File: src/rtl/cp0_exc_sequencer.sv
// rtl/cp0_exc_sequencer.sv - CP0 exception/interrupt entry and ERET sequencer with HW interrupt sync
module cp0_exc_sequencer #(
   parameter int          N_HWINT      = 6,
   parameter int          FLUSH_CYCLES = 2,
   parameter logic [31:0] EXC_VECTOR   = 32'hBFC00380
) (
   input  logic               clk,
   input  logic               resetn,
   input  logic [N_HWINT-1:0] ext_int,
   input  logic               timer_int,
   input  logic               status_ie,
   input  logic               status_exl,
   input  logic               status_erl,
   input  logic [7:0]         status_im,
   input  logic [1:0]         cause_ip_sw,
   input  logic [31:0]        cp0_epc,
   input  logic               commit_valid,
   input  logic [31:0]        commit_pc,
   input  logic               commit_ds,
   input  logic               commit_exc,
   input  logic [4:0]         commit_code,
   input  logic [31:0]        commit_badva,
   input  logic               commit_eret,
   input  logic               flush_ack,
   output logic               commit_stall,
   output logic               flush_req,
   output logic [N_HWINT-1:0] hw_ip,
   output logic               exc_valid,
   output logic [4:0]         exc_code,
   output logic [31:0]        exc_pc,
   output logic               exc_ds,
   output logic [31:0]        exc_badva,
   output logic               eret_valid,
   output logic               redirect_valid,
   output logic [31:0]        redirect_pc
);

   // Counter only needs to reach FLUSH_CYCLES, where it saturates.
   localparam int            CW        = (FLUSH_CYCLES < 2) ? 1 : $clog2(FLUSH_CYCLES + 1);
   localparam logic [CW-1:0] FLUSH_MAX = CW'(FLUSH_CYCLES);

   typedef enum logic [1:0] {
      S_IDLE,
      S_FLUSH,
      S_REDIRECT
   } state_t;

   state_t            state;
   state_t            state_nxt;
   logic [N_HWINT-1:0] sync1;
   logic [N_HWINT-1:0] sync2;
   logic [5:0]         hw_pad;
   logic [7:0]         pend;
   logic               int_take;
   logic               evt_take;
   logic               flush_done;
   logic [CW-1:0]      cnt;
   logic               ack_seen;
   logic               cap_eret;
   logic [4:0]         cap_code;
   logic [31:0]        cap_pc;
   logic               cap_ds;
   logic [31:0]        cap_badva;

   assign hw_ip  = sync2;
   // Timer shares IP7 with the top HW line, as on the R4K-style Cause layout.
   assign hw_pad = 6'(sync2);
   assign pend   = {timer_int | hw_pad[5], hw_pad[4:0], cause_ip_sw} & status_im;

   assign int_take   = commit_valid & status_ie & ~status_exl & ~status_erl & (|pend);
   assign evt_take   = int_take | (commit_valid & (commit_exc | commit_eret));
   assign flush_done = (cnt >= FLUSH_MAX) && (ack_seen || flush_ack);

   // Two-flop synchroniser for the asynchronous interrupt lines.
   always_ff @(posedge clk or negedge resetn) begin
      if (!resetn) begin
         sync1 <= '0;
         sync2 <= '0;
      end else begin
         sync1 <= ext_int;
         sync2 <= sync1;
      end
   end

   // State register.
   always_ff @(posedge clk or negedge resetn) begin
      if (!resetn) begin
         state <= S_IDLE;
      end else begin
         state <= state_nxt;
      end
   end

   // Event capture, flush-length counter and sticky flush_ack.
   always_ff @(posedge clk or negedge resetn) begin
      if (!resetn) begin
         cnt       <= '0;
         ack_seen  <= 1'b0;
         cap_eret  <= 1'b0;
         cap_code  <= '0;
         cap_pc    <= '0;
         cap_ds    <= 1'b0;
         cap_badva <= '0;
      end else begin
         case (state)
            S_IDLE: begin
               if (evt_take) begin
                  cnt       <= CW'(1);
                  ack_seen  <= 1'b0;
                  cap_eret  <= ~int_take & ~commit_exc;
                  cap_code  <= int_take ? 5'd0 : commit_code;
                  cap_pc    <= commit_pc;
                  cap_ds    <= commit_ds;
                  cap_badva <= commit_badva;
               end
            end
            S_FLUSH: begin
               if (cnt < FLUSH_MAX) begin
                  cnt <= cnt + CW'(1);
               end
               ack_seen <= ack_seen | flush_ack;
            end
            default: begin
               cnt      <= '0;
               ack_seen <= 1'b0;
            end
         endcase
      end
   end

   // Next-state and output decode; record fields are only driven in REDIRECT.
   always_comb begin
      state_nxt      = state;
      commit_stall   = 1'b0;
      flush_req      = 1'b0;
      exc_valid      = 1'b0;
      exc_code       = '0;
      exc_pc         = '0;
      exc_ds         = 1'b0;
      exc_badva      = '0;
      eret_valid     = 1'b0;
      redirect_valid = 1'b0;
      redirect_pc    = '0;
      case (state)
         S_IDLE: begin
            if (evt_take) begin
               state_nxt = S_FLUSH;
            end
         end
         S_FLUSH: begin
            commit_stall = 1'b1;
            flush_req    = 1'b1;
            if (flush_done) begin
               state_nxt = S_REDIRECT;
            end
         end
         S_REDIRECT: begin
            commit_stall   = 1'b1;
            redirect_valid = 1'b1;
            state_nxt      = S_IDLE;
            if (cap_eret) begin
               eret_valid  = 1'b1;
               redirect_pc = cp0_epc;
            end else begin
               exc_valid   = 1'b1;
               exc_code    = cap_code;
               exc_pc      = cap_pc;
               exc_ds      = cap_ds;
               exc_badva   = cap_badva;
               redirect_pc = EXC_VECTOR;
            end
         end
         default: begin
            state_nxt = S_IDLE;
         end
      endcase
   end

endmodule

File: config.mk
export PLATFORM = sky130hd
export DESIGN_NAME = cp0_exc_sequencer
export DESIGN_NICKNAME = d
export VERILOG_FILES = /design/src/rtl/cp0_exc_sequencer.sv
export SDC_FILE = /design/constraint.sdc
export NUM_CORES = 1
export LEC_CHECK = 0
export ABC_CLOCK_PERIOD_IN_PS = 4450
export BUFFER_PORTS_ARGS = -buffer_cell sky130_fd_sc_hd__buf_4
export CAP_MARGIN = 20
export CORE_MARGIN = 5
export CORE_UTILIZATION = 47
export DETAILED_ROUTE_END_ITERATION = 10
export PLACE_DENSITY = 0.9
export SKIP_LAST_GASP = 1
export SYNTH_ARGS = -nofsm -noshare
export SYNTH_HDL_FRONTEND = slang
export SYNTH_SLANG_ARGS = --single-unit
File: constraint.sdc
create_clock -name clk -period 4.45 [get_ports clk]
set_clock_uncertainty 0.15 [all_clocks]
set_input_delay 0.445 -clock clk [delete_from_list [all_inputs] [get_ports clk]]
set_output_delay 0.445 -clock clk [all_outputs]
set_load 0.05 [all_outputs]
# == Word-level counts from Yosys, hierarchy flattened ==
# Index checks and enable logic that the tools add are counted.
# totals
ff_bits,88
latch_bits,0
ram_bits,0
mem_bits_ro,0
out_inout_bits,113
wordCells,66
n_memories,0
# op_classes
add_sub_neg,1
mul,0
div,0
magnitude_cmp,2
eq_ne,5
n_shift,0
mux,25
n_bitwise,15
reduce_logical,8
# op_table
cell,n
$mux 32,6
$mux 5,3
$mux 1,10
$and 8x8->8,1
$pmux 2 s2,2
$reduce_or 8->1,1
$and 1x1->1,6
$mux 2,3
$ne 2x2->1 const B,3
$reduce_and 2->1,3
$not 1->1,4
$or 1x1->1,4
$add 2x1->2 const B,1
$eq 2x1->1 const B,1
$eq 2x2->1 const B,1
$ge 2x2->1 const B,1
$logic_not 2->1,1
$lt 2x2->1 const B,1
$pmux 1 s2,1
$reduce_or 2->1,1
$logic_and 1x1->1,1
$logic_or 1x1->1,1

# == Longest topological paths before layout ==
# depth
ltp_word,7
ltp_mapped,6
depth_no_buf,6

# == Least setup slack after synthesis ==
# Ideal clock, no wire load.
# synth_timing
kind,register -> output
from,register state[0]
to,output exc_pc[12]
arrival_time_ps,2515
setup_slack_ps,1340
path_stages_with_launch,7
cell_sequence,dfrtp_1 > inv_1 > ha_1 > nor2b_1 > clkbuf_1 > clkbuf_1 > and2_1
# synth_between
elab_chain_len,2
# synth_rtl
item,line,text
start: declaration,48,state_t state;
start signal: assignment,90,state <= state_nxt;
$eq 2x2->1,144,case (state)
$mux 32,144,
end: declaration,30,"output logic [31:0] exc_pc,"
# Every way passes these cells.

# == Worst setup path in the final report ==
# layout_timing
from,register state[0]
to,output exc_pc[11]
# The elaborated chain is that of the path after synthesis.

==> summary.md <==
| Metric | Value |
|---|---|
| # IOs | `about 240` |
| Hold path endpoint | `sync1[1]` |
| RR Startpoint | `hw_ip[2]` |
| Register area | `about 2200 um^2` |
| CTS Root Cell | `clkbuf_8` |
| First-pass GRT wire length | `about 19000 um` |
| Routability Congestion | `~0.93` |
| Fraction of registers with async set/reset | `100%` |
| Fillers | `roughly 660` |
| Largest net degree at the start of global routing | `a little over 70` |
| Number of synthesized flops with an enable pin | `0` |
| Gate Count Post-Synth | `approximately 340` |
| FF-to-FF End | `cap_pc[14]` |
| Setup repair bufs after CTS | `0` |
| Area growth, synth to finish | `49.2%` |
| R2R depth | `5` |
| Final #Nets | `between 700 and 800` |
| Worst skew pair latency | `between 0.3 and 0.4 ns` |
| Mux share of post-synthesis cell area | `roughly 18%` |
| Maximum clock path buffer count | `2` |
| Setup TNS | `0 ns` |
| Footprint of the multi-input gates | `1760 um^2` |
| Outcome | `completed` |
| Cts hold-fix bufs | `1` |
| Number of remaining DRC errors | `0` |
| Final std cells w/o fill | `688` |
| CTS buffer count | `9` |
| Row count | `34` |
| Yosys top cell area share | `between 50% and 60%` |
| Syn. warnings | `0` |
| Area share of fa/ha/maj cells after synthesis | `1.20%` |
| WL/cell | `between 15 and 20 um` |
| Sink Count | `just under 90` |
| Post-synthesis compound-gate area fraction | `~7.4%` |
| Die Wd | `104 um` |
| Number of inserted diodes | `0` |
| Syn_nets | `around 470` |
| FMAX | `358 MHz` |
| Synth Area in XOR/XNOR | `0%` |
| Max-slew headroom at the worst pin | `between 40% and 50%` |
| Max Cap Viol | `0` |
| Hold Violations, Final | `0` |
| First-pass DRT Iterations | `4` |
| Pins Over Slew Limit | `0` |
| Hold Path Stages | `1` |
| Post-Synth Simple-Gate Area | `approximately 16%` |
| Synth Flop Type | `dfrtp_1` |
| Tightest Pin Transition | `between 0.8 and 0.9 ns` |
| Number of port buffers | `between 200 and 250` |
| Overall global routing resource usage | `~22%` |
| Via density | `about 5` |
| RSZ-0062 raised after global routing | `no` |
| CP Max Fanout | `63` |
| WP data arrival | `about 2.2 ns` |
| Core Area | `a little under 9000 um^2` |
| Period Utilization, post-route | `around 63%` |
| CP Class | `register to output port` |
| Antenna Violating Nets Remaining | `0` |
| Grt ovf | `0` |
| Synth top area cells | `dfrtp_1 53%, mux2_2 16%, and2_1 11%, and3_1 3.2%, a21boi_0 2.2%` |
| Vias | `3455` |
| Final Power | `3310 uW` |
| Placed Area | `approximately 6000 um^2` |
| Syn Std Cell Area | `about 4200 um^2` |
| Pwr Density | `533 nW/um^2` |
| Distinct cells, synth | `33` |
| Hold_sp | `ext_int[1]` |
| Main combinational cell family by area after synthesis | `multiplexers` |
| Top routing layer used | `met4` |
| Total number of H-tree levels | `3` |
| Avg Inst Size Synth | `about 12 um^2` |
| Post-Route M1 WL | `4220 um` |
| Initial Util | `between 40% and 50%` |
| Fin crit period | `between 2 and 3 ns` |
| Vias in the first global route | `between 3000 and 4000` |
| Total placed cells including tap cells | `670` |
| Routed wl met2 | `between 6000 and 7000 um` |
| 1st-iter DRT viols | `131` |
| Detailed Route WL | `between 10000 and 15000 um` |
| Leak | `roughly 0.0032 uW` |
| Reg clk slew, reported paths | `about 0.09 ns` |
| Area leader, netlist | `dfrtp_1` |
| Sequential fraction of the synthesis area | `a little over half` |
| VDD IR max | `~0.28 mV` |
| R2r setup slk | `between 1.5 and 2 ns` |
| Required time of the critical path | `between 3 and 4 ns` |
| Die area | `~11000 um^2` |
| Antenna violations before repair | `0` |
| Most frequent cell after synthesis | `dfrtp_1` |
| Final setup fails | `0` |
| Share of cells above drive strength 1 | `between 50% and 60%` |
| Commonest cells in the netlist | `88 x dfrtp_1, 71 x and2_1, 60 x mux2_2, 21 x and3_1, 16 x inv_1` |
| TritonCTS clock tree | `built` |
| Die height | `104 um` |
| Flops & latches, synth | `88` |
| Endpoint class of the critical path | `output port` |
| Design area | `6200 um^2` |
| Dpl hpwl | `9500 um` |
| Fin util | `between 70% and 80%` |
| Crit start category | `register` |
| Hold WC Path Type | `input pin to register` |
| Met3 Wirelength | `between 1000 and 1500 um` |
| PostCTS Resize Cnt | `0` |
[flip-flops by register name (all words and copies together), names as in the netlist]
signal,flops
cap_badva,32
cap_pc,32
hw_ip,6
sync1,6
cap_code,5
cnt,2
state,2
ack_seen,1
cap_ds,1
cap_eret,1
[where the power goes]
part / switching [uW] / internal (uW)
clock: 291 / 224
combinational: 822 / 634
sequential: 187 / 1150
[cells by family (layout without fill, tap and decap cells)]
group | after synthesis | in the layout
AO/OA/AOI/OAI | 38 | 38
adder cells (fa/ha/maj) | 4 | 4
buffers and inverters | 38 | 277
flip-flops | 88 | 88
multiplexers | 65 | 65
AND/OR/NAND/NOR | 108 | 108
[stage by stage]
stage | hold WS, ns | worst slack, ns
after floorplan | -0.000591 | 1.34
after global placement | 0.183 | 1.61
after detailed placement | 0.185 | 1.55
after CTS | 0.0333 | 1.16
after global routing | 0.0204 | 1.48
final | 0.0513 | 1.66
[critical path, stage by stage (launching register included)]
cell	delay, ns
dfrtp_1	0.40
inv_1	0.11
ha_1	0.15
buf_4	0.25
nor2b_4	0.30
buf_12	0.24
and2_1	0.17
buf_4	0.19
[layout make-up]
class	instances	share of cell area, %
Inverter	16	0.969
Clock buffer	10	2.22
Timing Repair Buffer	245	29.9
Multi-Input combinational cell	215	28.4
Tap cell	108	2.18
Sequential cell	88	35.5
Clock inverter	6	0.807
[cell usage in the layout, fill, tap and decap left out, types with 5 or more instances in the layout]
cell type,netlist,layout
and2_1,71,71
inv_1,16,16
nand2_1,5,5
nand3_1,6,6
dfrtp_1,88,88
a21boi_0,12,12
o2bb2ai_1,6,6
clkbuf_8,4,10
and3_1,21,21
buf_4,1,243
mux2_2,60,60
mux2_1,5,5
[worst max-delay path by stage]
stage | start | endpoint | slack, ns | depth (start not counted)
detailed placement | state[0] | exc_pc[11] | 1.55 | 6
finish | state[0] | exc_pc[11] | 1.66 | 7
floorplan | state[0] | exc_pc[12] | 1.34 | 6
CTS | state[0] | exc_pc[11] | 1.16 | 6
global route | state[0] | exc_badva[27] | 1.48 | 7
global placement | state[0] | exc_badva[23] | 1.61 | 6
[per-layer routing]
layer  vias to the layer above  global-route usage (%)
met5                         -                       0
met4                         0                    7.31
met3                        14                    8.32
met2                       162                    39.0
met1                      1646                    23.4
li1                       1633                       -
Note: power is estimated with default switching activity, not from simulation.
